**src/rtl/rtc_timer_pkg.sv**
```systemverilog
// Shared constants for the PTP real-time clock: 6.26 tick format, ns rollover, adjust FSM states.
package rtc_timer_pkg;

  localparam int          RTC_FNS_W      = 26;
  localparam int          RTC_TICK_W     = 32;
  localparam int          RTC_TICK_INT_W = RTC_TICK_W - RTC_FNS_W;
  localparam logic [31:0] RTC_SC2NS      = 32'd1_000_000_000;

  typedef enum logic [2:0] {
    ST_IDLE  = 3'd0,
    ST_CAPT  = 3'd1,
    ST_APPLY = 3'd2,
    ST_ACK   = 3'd3,
    ST_SLEW  = 3'd4
  } adj_state_e;

endpackage

```
**src/rtl/rtc_ns_norm.sv**
```systemverilog
// Folds a signed ns sum (at most one second out of range) back into [0, SC2NS-1].
module rtc_ns_norm
  import rtc_timer_pkg::*;
#(
  parameter logic [31:0] SC2NS = RTC_SC2NS
) (
  input  logic signed [33:0] sum_i,
  output logic        [31:0] ns_o,
  output logic               carry_o,
  output logic               borrow_o
);

  localparam logic signed [33:0] SC2NS_S = {2'b00, SC2NS};

  logic signed [33:0] fold_s;

  // Single correction step is enough: every caller stays within one second of range
  always_comb begin
    carry_o  = 1'b0;
    borrow_o = 1'b0;
    fold_s   = sum_i;
    if (sum_i < 34'sd0) begin
      borrow_o = 1'b1;
      fold_s   = sum_i + SC2NS_S;
    end else if (sum_i >= SC2NS_S) begin
      carry_o = 1'b1;
      fold_s  = sum_i - SC2NS_S;
    end else begin
      fold_s = sum_i;
    end
    ns_o = fold_s[31:0];
  end

endmodule

```
**src/rtl/rtc_timer.sv**
```systemverilog
// Free-running PTP clock with frequency trim, absolute load and handshaked offset step.
// Build option RTC_SLEW_EN adds a slewed (per-cycle bounded) offset mode.
module rtc_timer
  import rtc_timer_pkg::*;
#(
  parameter int          FNS_W = RTC_FNS_W,
  parameter logic [31:0] SC2NS = RTC_SC2NS
) (
  input  logic        rtc_clk,
  input  logic        rtc_rst,
  input  logic [31:0] tick_inc_i,
  input  logic        load_i,
  input  logic [47:0] load_sec_i,
  input  logic [31:0] load_ns_i,
  input  logic        adj_req_i,
  input  logic        adj_sign_i,
  input  logic [47:0] adj_sec_i,
  input  logic [31:0] adj_ns_i,
  input  logic        adj_slew_i,
  input  logic [5:0]  slew_step_i,
  output logic [79:0] rtc_std_o,
  output logic [15:0] rtc_fns_o,
  output logic        sec_tick_o,
  output logic        adj_ack_o,
  output logic        adj_err_o,
  output logic        adj_busy_o
);

  adj_state_e         state_q, state_d;
  logic [47:0]        sec_q, sec_d;
  logic [31:0]        ns_q, ns_d;
  logic [FNS_W-1:0]   frac_q, frac_d;
  logic               sec_tick_q, sec_tick_d;
  logic               ack_q, ack_d;
  logic               err_q, err_d;
  logic               busy_q, busy_d;
  logic               adj_sign_q, adj_sign_d;
  logic [47:0]        adj_sec_q, adj_sec_d;
  logic [31:0]        adj_ns_q, adj_ns_d;

  logic [FNS_W:0]     frac_sum_s;
  logic signed [33:0] ns_delta_s;
  logic signed [33:0] sum_s;
  logic [47:0]        sec_base_s;
  logic [31:0]        norm_ns_s;
  logic               carry_s;
  logic               borrow_s;
  logic [31:0]        load_ns_s;

`ifdef RTC_SLEW_EN
  logic               adj_slew_q, adj_slew_d;
  logic               first_q, first_d;
  logic [31:0]        rem_q, rem_d;
  logic [5:0]         step_req_s;
  logic [31:0]        step_s;
`else
  logic               slew_unused_s;
  assign slew_unused_s = ^{adj_slew_i, slew_step_i};
`endif

  // Adjust handshake FSM and selection of the ns/seconds offset applied this cycle
  always_comb begin
    state_d    = state_q;
    adj_sign_d = adj_sign_q;
    adj_sec_d  = adj_sec_q;
    adj_ns_d   = adj_ns_q;
    ack_d      = 1'b0;
    err_d      = 1'b0;
    ns_delta_s = 34'sd0;
    sec_base_s = sec_q;
`ifdef RTC_SLEW_EN
    adj_slew_d = adj_slew_q;
    first_d    = first_q;
    rem_d      = rem_q;
    step_req_s = (slew_step_i == 6'd0) ? 6'd1 : slew_step_i;
    step_s     = ({26'd0, step_req_s} < rem_q) ? {26'd0, step_req_s} : rem_q;
`endif
    case (state_q)
      ST_IDLE: begin
        if (adj_req_i && !load_i) begin
          state_d    = ST_CAPT;
          adj_sign_d = adj_sign_i;
          adj_sec_d  = adj_sec_i;
          adj_ns_d   = adj_ns_i;
`ifdef RTC_SLEW_EN
          adj_slew_d = adj_slew_i;
`endif
        end else begin
          state_d = ST_IDLE;
        end
      end
      ST_CAPT: begin
        if (load_i) begin
          state_d = ST_ACK;
          ack_d   = 1'b1;
          err_d   = 1'b1;
        end else if (adj_ns_q >= SC2NS) begin
          state_d = ST_ACK;
          ack_d   = 1'b1;
          err_d   = 1'b1;
`ifdef RTC_SLEW_EN
        end else if (adj_slew_q) begin
          state_d = ST_SLEW;
          rem_d   = adj_ns_q;
          first_d = 1'b1;
`endif
        end else begin
          state_d = ST_APPLY;
        end
      end
      ST_APPLY: begin
        state_d = ST_ACK;
        ack_d   = 1'b1;
        if (load_i) begin
          err_d = 1'b1;
        end else if (adj_sign_q) begin
          ns_delta_s = -$signed({2'b00, adj_ns_q});
          sec_base_s = sec_q - adj_sec_q;
        end else begin
          ns_delta_s = $signed({2'b00, adj_ns_q});
          sec_base_s = sec_q + adj_sec_q;
        end
      end
`ifdef RTC_SLEW_EN
      ST_SLEW: begin
        if (load_i) begin
          state_d = ST_ACK;
          ack_d   = 1'b1;
          err_d   = 1'b1;
        end else begin
          first_d = 1'b0;
          rem_d   = rem_q - step_s;
          if (adj_sign_q) begin
            ns_delta_s = -$signed({2'b00, step_s});
            sec_base_s = first_q ? (sec_q - adj_sec_q) : sec_q;
          end else begin
            ns_delta_s = $signed({2'b00, step_s});
            sec_base_s = first_q ? (sec_q + adj_sec_q) : sec_q;
          end
          if (rem_d == 32'd0) begin
            state_d = ST_ACK;
            ack_d   = 1'b1;
          end else begin
            state_d = ST_SLEW;
          end
        end
      end
`endif
      ST_ACK: begin
        if (!adj_req_i) begin
          state_d = ST_IDLE;
        end else begin
          state_d = ST_ACK;
        end
      end
      default: begin
        state_d = ST_IDLE;
      end
    endcase
    busy_d = (state_d == ST_CAPT) || (state_d == ST_APPLY) || (state_d == ST_SLEW);
  end

  // Tick add: {ns, frac} += tick_inc, plus any offset, then normalised into one second
  always_comb begin
    frac_sum_s = {1'b0, frac_q} + {1'b0, tick_inc_i[FNS_W-1:0]};
    sum_s      = $signed({2'b00, ns_q})
               + $signed(34'(tick_inc_i[31:FNS_W]))
               + $signed(34'(frac_sum_s[FNS_W]))
               + ns_delta_s;
  end

  rtc_ns_norm #(
    .SC2NS    (SC2NS)
  ) u_ns_norm (
    .sum_i    (sum_s),
    .ns_o     (norm_ns_s),
    .carry_o  (carry_s),
    .borrow_o (borrow_s)
  );

  // Next time value: load overrides everything, otherwise the normalised tick/offset result
  always_comb begin
    load_ns_s = (load_ns_i >= SC2NS) ? (SC2NS - 32'd1) : load_ns_i;
    if (load_i) begin
      sec_d      = load_sec_i;
      ns_d       = load_ns_s;
      frac_d     = {FNS_W{1'b0}};
      sec_tick_d = 1'b0;
    end else begin
      sec_d      = sec_base_s + {47'd0, carry_s} - {47'd0, borrow_s};
      ns_d       = norm_ns_s;
      frac_d     = frac_sum_s[FNS_W-1:0];
      sec_tick_d = carry_s;
    end
  end

  // State and output registers
  always_ff @(posedge rtc_clk or posedge rtc_rst) begin
    if (rtc_rst) begin
      state_q    <= ST_IDLE;
      sec_q      <= 48'd0;
      ns_q       <= 32'd0;
      frac_q     <= {FNS_W{1'b0}};
      sec_tick_q <= 1'b0;
      ack_q      <= 1'b0;
      err_q      <= 1'b0;
      busy_q     <= 1'b0;
      adj_sign_q <= 1'b0;
      adj_sec_q  <= 48'd0;
      adj_ns_q   <= 32'd0;
`ifdef RTC_SLEW_EN
      adj_slew_q <= 1'b0;
      first_q    <= 1'b0;
      rem_q      <= 32'd0;
`endif
    end else begin
      state_q    <= state_d;
      sec_q      <= sec_d;
      ns_q       <= ns_d;
      frac_q     <= frac_d;
      sec_tick_q <= sec_tick_d;
      ack_q      <= ack_d;
      err_q      <= err_d;
      busy_q     <= busy_d;
      adj_sign_q <= adj_sign_d;
      adj_sec_q  <= adj_sec_d;
      adj_ns_q   <= adj_ns_d;
`ifdef RTC_SLEW_EN
      adj_slew_q <= adj_slew_d;
      first_q    <= first_d;
      rem_q      <= rem_d;
`endif
    end
  end

  assign rtc_std_o  = {sec_q, ns_q};
  assign rtc_fns_o  = frac_q[FNS_W-1 -: 16];
  assign sec_tick_o = sec_tick_q;
  assign adj_ack_o  = ack_q;
  assign adj_err_o  = err_q;
  assign adj_busy_o = busy_q;

endmodule

```
**config.mk**
```make
export PLATFORM = sky130hd
export DESIGN_NAME = rtc_timer
export DESIGN_NICKNAME = d
export VERILOG_FILES = /design/src/rtl/rtc_timer_pkg.sv /design/src/rtl/rtc_ns_norm.sv /design/src/rtl/rtc_timer.sv
export SDC_FILE = /design/constraint.sdc
export NUM_CORES = 1
export LEC_CHECK = 0
export ABC_AREA = 1
export ABC_CLOCK_PERIOD_IN_PS = 7600
export CELL_PAD_IN_SITES_DETAIL_PLACEMENT = 1
export CELL_PAD_IN_SITES_GLOBAL_PLACEMENT = 2
export CORE_MARGIN = 1
export CORE_UTILIZATION = 31
export CTS_CLUSTER_DIAMETER = 150
export CTS_CLUSTER_SIZE = 25
export DETAILED_ROUTE_END_ITERATION = 10
export PLACE_DENSITY_LB_ADDON = 0.3
export REMOVE_ABC_BUFFERS = 1
export SLEW_MARGIN = 5
export SYNTH_ARGS = -nofsm -noshare
export SYNTH_HDL_FRONTEND = slang
export SYNTH_SLANG_ARGS = --single-unit
```
**constraint.sdc**
```tcl
create_clock -name rtc_clk -period 7.6 [get_ports rtc_clk]
set_input_delay 1.9 -clock rtc_clk [delete_from_list [all_inputs] [get_ports rtc_clk]]
set_output_delay 1.9 -clock rtc_clk [all_outputs]
set_load 0.05 [all_outputs]
```
### Word level (Yosys, flattened, before mapping)

Index checks and enable logic that the tools add are counted.
Widths: inputs -> output; s select.

* register bits after elaboration: 194
* word-level logic and storage cells: 64

* add/subtract/negate cells: 11
* magnitude comparators: 4
* eq/ne operators: 6
* multiplexer cells: 26
* reductions and logical operators: 6

Operator list (count)
* $mux 48: 4
* $mux 32: 4
* $mux 34: 3
* $ge 32x30->1 const B: 2
* $add 48x1->48: 1
* $add 48x48->48: 1
* $sub 48x1->48: 1
* $sub 48x48->48: 1
* $add 33x1->34: 1
* $add 34x34->34: 1
* $ge 34x31->1 const B: 1
* $lt 34x1->1 const B: 1
* $neg 32->34: 1
* $add 32x6->33: 1
* $add 32x31->32 const B: 1
* $sub 32x31->32 const B: 1
* $add 26x26->27: 1
* $mux 26: 1
* $pmux 3 s4: 1
* $mux 1: 10
* $eq 3x2->1 const B: 3
* $eq 3x1->1 const B: 2
* $pmux 1 s2: 2
* $eq 3x3->1 const B: 1
* other kinds (6): 7

### Longest topological paths before layout

* depth after elaboration: 11
* depth in mapped cells: 49
* depth with buffers taken out: 49

### Modules after synthesis

From an unflattened synthesis, not the netlist that was laid out.

* cells, all modules: 3385
* area, all modules: 21825.9 µm²

By module, submodules not included
* rtc_timer: times used 1, cells each 2917, area each 19665.1 µm²
* rtc_ns_norm: times used 1, cells each 468, area each 2160.8 µm²

### Worst setup path after synthesis

OpenSTA, ideal clock, no wires.

* path kind: in2reg
* from: input load_i
* to: register sec_q[32]
* setup time: 0.134 ns
* arrival time: 7.410 ns
* required time: 7.466 ns
* slack: 0.056 ns
* stages on the path: 37
* cell sequence: clkbuf_1 -> nor2_1 -> clkbuf_1 -> clkbuf_1 -> o21ai_0 -> a21oi_1 -> fa_1 -> fa_1 -> nand2_1 -> nand3_1 -> nand2_1 -> nand2_1 -> nand3b_1 -> nand2_1 -> nand2_1 -> nand2_2 -> nor2_1 -> nand3_1 -> nor2_1 -> nand3_1 -> nand3_1 -> ha_1 -> inv_1 -> fa_1 -> inv_1 -> nand3_1 -> nand2_1 -> a21oi_1 -> o21ai_0 -> a21oi_1 -> o21ai_0 -> nand2_1 -> nand2_1 -> nand3_1 -> nand2_1 -> xnor2_1 -> o21ai_0

* longest elaborated chain between the ends: 9
* elaborated cells on any way between the ends: 13
* those cells by class: 3 x add/sub; 2 x order compare; 8 x mux

Ends and longest elaborated chain
* start: declaration: RTL line rtc_timer.sv:12 `input logic load_i,`
* $mux 34: RTL line rtc_timer.sv:114 `if (load_i) begin`
* $mux 34: RTL line rtc_timer.sv:78 `case (state_q)`
* $add 34x34->34: RTL line rtc_timer.sv:169 `+ ns_delta_s;`
* $ge 34x31->1: RTL line rtc_ns_norm.sv:25 `end else if (sum_i >= SC2NS_S) begin`
* $mux 1: RTL line rtc_ns_norm.sv:25
* $mux 1: RTL line rtc_ns_norm.sv:22 `if (sum_i < 34'sd0) begin`
* $add 48x1->48: RTL line rtc_timer.sv:190 `sec_d = sec_base_s + {47'd0, carry_s} - {47'd0, borrow_s};`
* $sub 48x1->48: RTL line rtc_timer.sv:190
* $mux 48 *: RTL line rtc_timer.sv:184 `if (load_i) begin`
* net sec_d[32]: RTL line rtc_timer.sv:30 `logic [47:0] sec_q, sec_d;`
* end signal: assignment: RTL line rtc_timer.sv:201 `sec_q <= 48'd0;`
* end signal: assignment: RTL line rtc_timer.sv:218 `sec_q <= sec_d;`
* end: declaration: RTL line rtc_timer.sv:30

Mark *: on every way through the listed nets, which the timed path passes. The rest lies on a longest branch.
A chain may end at the register's enable or synchronous reset.

### Worst setup path in the final report

* from: input tick_inc_i[11]
* to: register frac_q[20]

* longest elaborated chain between the ends: 2

Ends and longest elaborated chain
* start: declaration: RTL line rtc_timer.sv:11 `input logic [31:0] tick_inc_i,`
* $add 26x26->27: RTL line rtc_timer.sv:165 `frac_sum_s = {1'b0, frac_q} + {1'b0, tick_inc_i[FNS_W-1:0]};`
* $mux 26: RTL line rtc_timer.sv:184
* net frac_d[20]: RTL line rtc_timer.sv:32 `logic [FNS_W-1:0] frac_q, frac_d;`
* end signal: assignment: RTL line rtc_timer.sv:203 `frac_q <= {FNS_W{1'b0}};`
* end signal: assignment: RTL line rtc_timer.sv:220 `frac_q <= frac_d;`
* end: declaration: RTL line rtc_timer.sv:32

The timed path passes the listed nets, and every way through them passes these cells.

==> results.toml <==
[sta]
slew_headroom = 0.422
timing.final.crit_share = 0.985
fin_ws_ps = 118
fin_crit_ps = 7480
final_hold_viol_count = 0
fmax_ghz = 0.134
fin_tns_setup_ps = 0
worst_pin_slew_ps = 867
clock_skew_ps = 16.5
slew_violations = 0
setup_viol = 0

[detailed_routing]
routed_wl_mm = 99.0
avgRoutedWirePerCell_um = 19.7
via_per_inst = 5.06
ant_nets = 0
drc = 0
via_count = 25400
drtPass1Iterations = 5
first_iter_violations = 1067

[critical_path]
critical_path_class = "primary input to flip-flop"
startpoint = "tick_inc_i[11]"
crit_fanout = 3
rr_startpoint = "adj_ns_q[0]$_DFFE_PP0P_"
cp_common_cell = "buf_4"
worst_ep_required_time_ps = 8050
slowest_delay_ps = 260
worstPathArrival_ps = 7930
slowest_stage = "ha_4"
worst_setup_path_end_kind = "flip-flop"
cp-start-kind = "primary input"

[run_status]
status = "complete, no violations"

[global_route]
antenna_found_initial = 6
grt-ovfl-total = 0
grt_pass1_wl_mm = 149
grt_pass1_vias = 26900
grt_max_degree = 100
grt_use_total = 0.274

[clock_network]
cts_buffer_depth = 2
numCtsBuffers = 17
cts-root-buf = "clkbuf_16"
clkSinkCount = 193
htree_levels = 4
clk_pin_slew_ps = 90
hold_buffers = 0
cts_tree = "built"
clock_latency_ps = 520

[floorplan]
die_w_um = 267
core_mm2 = 0.0689
num_rows = 96
die_y_um = 267
pin_count = 304
die_area_mm2 = 0.0712
start_util = 0.315

[final_layout]
multi_input_area_mm2 = 0.0157
area_growth_pct = 38.4
postLayoutCoreUtil = 0.437
nFillCells = 8983
fin_nets = 4480
seq_area_mm2 = 0.00483
drive_gt1_frac = 0.182

[worst_hold_path]
hold_path.class = "flip-flop to flip-flop"
min_from = "adj_sec_q[47]$_DFFE_PP0P_"

[yosys]
ys_warn_count = 0
synth_top_area_frac = 0.222
synth_area_per_cell_um2 = 6.33
yosysTopAreaCell = "dfrtp_1"
synth-async-reset-ratio = 1.00
synth_cells = 3438
synth_edf_count = 0
synth.distinct_cells = 58
synth_area_leaders = "dfrtp_1 22%, nand2_1 15%, ha_1 11%, inv_1 7.9%, a21oi_1 7.4%"
ys_seq_elements = 193
ys_seq_area_frac = 0.222
synth_flop_cell = "dfrtp_1"
syn_area_mm2 = 0.0217

[place]
port_buffers = 296
hpwlAfterDp_mm = 78.6
gp_congestion = 0.911
pre_cts_slack_ps = -1310

[run]
cap_violations = 0
state kept, by name (all words and copies together) (netlist names):
register,count
adj_err_o,1
adj_busy_o,1
ns_q,32
sec_tick_o,1
state_q,2
frac_q,26
adj_ack_o,1
sec_q,48
adj_sign_q,1
adj_ns_q,32
adj_sec_q,48
metrics by stage:
stage	cell area, um^2	hold WS [ps]	cells
floorplan	21400	491	3359
global placement	27600	510	4859
detailed placement	27600	541	4859
CTS	29400	560	5000
global route	30100	580	5028
finish	30100	551	5029
per-layer routing:
metal | up-vias | wire length, um | track usage
met2 | 484 | 50400 | 0.505
met3 | 192 | 2510 | 0.0265
met1 | 12200 | 42100 | 0.323
met5 | - | 0 | 0
met4 | 0 | 4030 | 0.110
li1 | 12600 | - | -
Yosys cell counts, drive strengths merged, types with 2 or more instances:
cell type / number
a211oi: 3
a21boi: 5
a21o: 9
a21oi: 325
a31oi: 27
a41oi: 2
and2: 3
and3: 6
buf: 31
clkbuf: 48
dfrtp: 193
fa: 10
ha: 187
inv: 464
mux2: 30
nand2: 900
nand3: 208
nand3b: 8
nand4: 36
nor2: 414
nor3: 65
nor4: 18
o2111ai: 3
o211a: 2
o211ai: 17
o21a: 38
o21ai: 194
o21bai: 12
o221ai: 6
o22a: 4
o31ai: 11
or2: 40
xnor2: 30
xor2: 82
kinds of logic after synthesis:
logic type,synth area share
XOR/XNOR,0.0451
buffers and inverters,0.0979
flip-flops,0.222
AO/OA/AOI/OAI,0.169
adder cells (fa/ha/maj),0.117
multiplexers,0.0155
AND/OR/NAND/NOR,0.334
worst max-delay path: cells and delay by family:
kind | cells | cell delay, ps
compound gates | 4 | 610
fa+ha+maj | 1 | 260
buf+inv | 38 | 4750
simple gates | 4 | 390
placed cells by master, fill, tap and decap left out, drive strengths merged, types with 4 or more instances in the layout:
cell,Yosys,layout
nand2,900,900
inv,464,473
nor2,414,414
buf,31,408
a21oi,325,325
clkdlybuf4s50,0,277
nand3,208,208
o21ai,194,194
dfrtp,193,193
ha,187,187
xor2,82,82
nor3,65,65
or2,40,40
o21a,38,38
nand4,36,36
mux2,30,30
xnor2,30,30
a31oi,27,27
clkbuf,48,25
nor4,18,18
o211ai,17,17
o21bai,12,12
o31ai,11,11
dlymetal6s2s,0,10
fa,10,10
a21o,9,9
nand3b,8,8
diode,0,6
and3,6,6
o221ai,6,6
a21boi,5,5
o22a,4,4
clkinv,1,4
final cells by class:
| type | count | area share |
|---|---|---|
| sequential | 193 | 0.161 |
| clock inverter | 13 | 0.00540 |
| timing repair buffer | 701 | 0.201 |
| antenna | 6 | 0.000499 |
| tap | 931 | 0.0387 |
| inverter | 465 | 0.0583 |
| clock buffer | 19 | 0.0147 |
| multi-input combinational | 2701 | 0.521 |
final timing paths:
check                                            end  slack [ps]  cells after the start
max                             frac_q[20]$_DFF_PP0_         120                     47
min                        adj_sec_q[47]$_DFFE_PP0P_         550                      2
max reg2reg                       ns_q[28]$_DFF_PP0_         530                     48
min reg2reg                adj_sec_q[47]$_DFFE_PP0P_         550                      2
max in group asynchronous     adj_sign_q$_DFFE_PP0P_        4600                      3
min in group asynchronous        frac_q[2]$_DFF_PP0_        1920                      2
repair_timing:
action	CTS	global route
pin swaps	44	71
gates resized for setup	91	150
buffers inserted	109	27
setup endpoints to repair	39	70
hold endpoints to repair	0	0
Power is left out: the tool's default activity adds up to more than one toggle a clock period on the data nets, which glitch-free logic cannot reach.
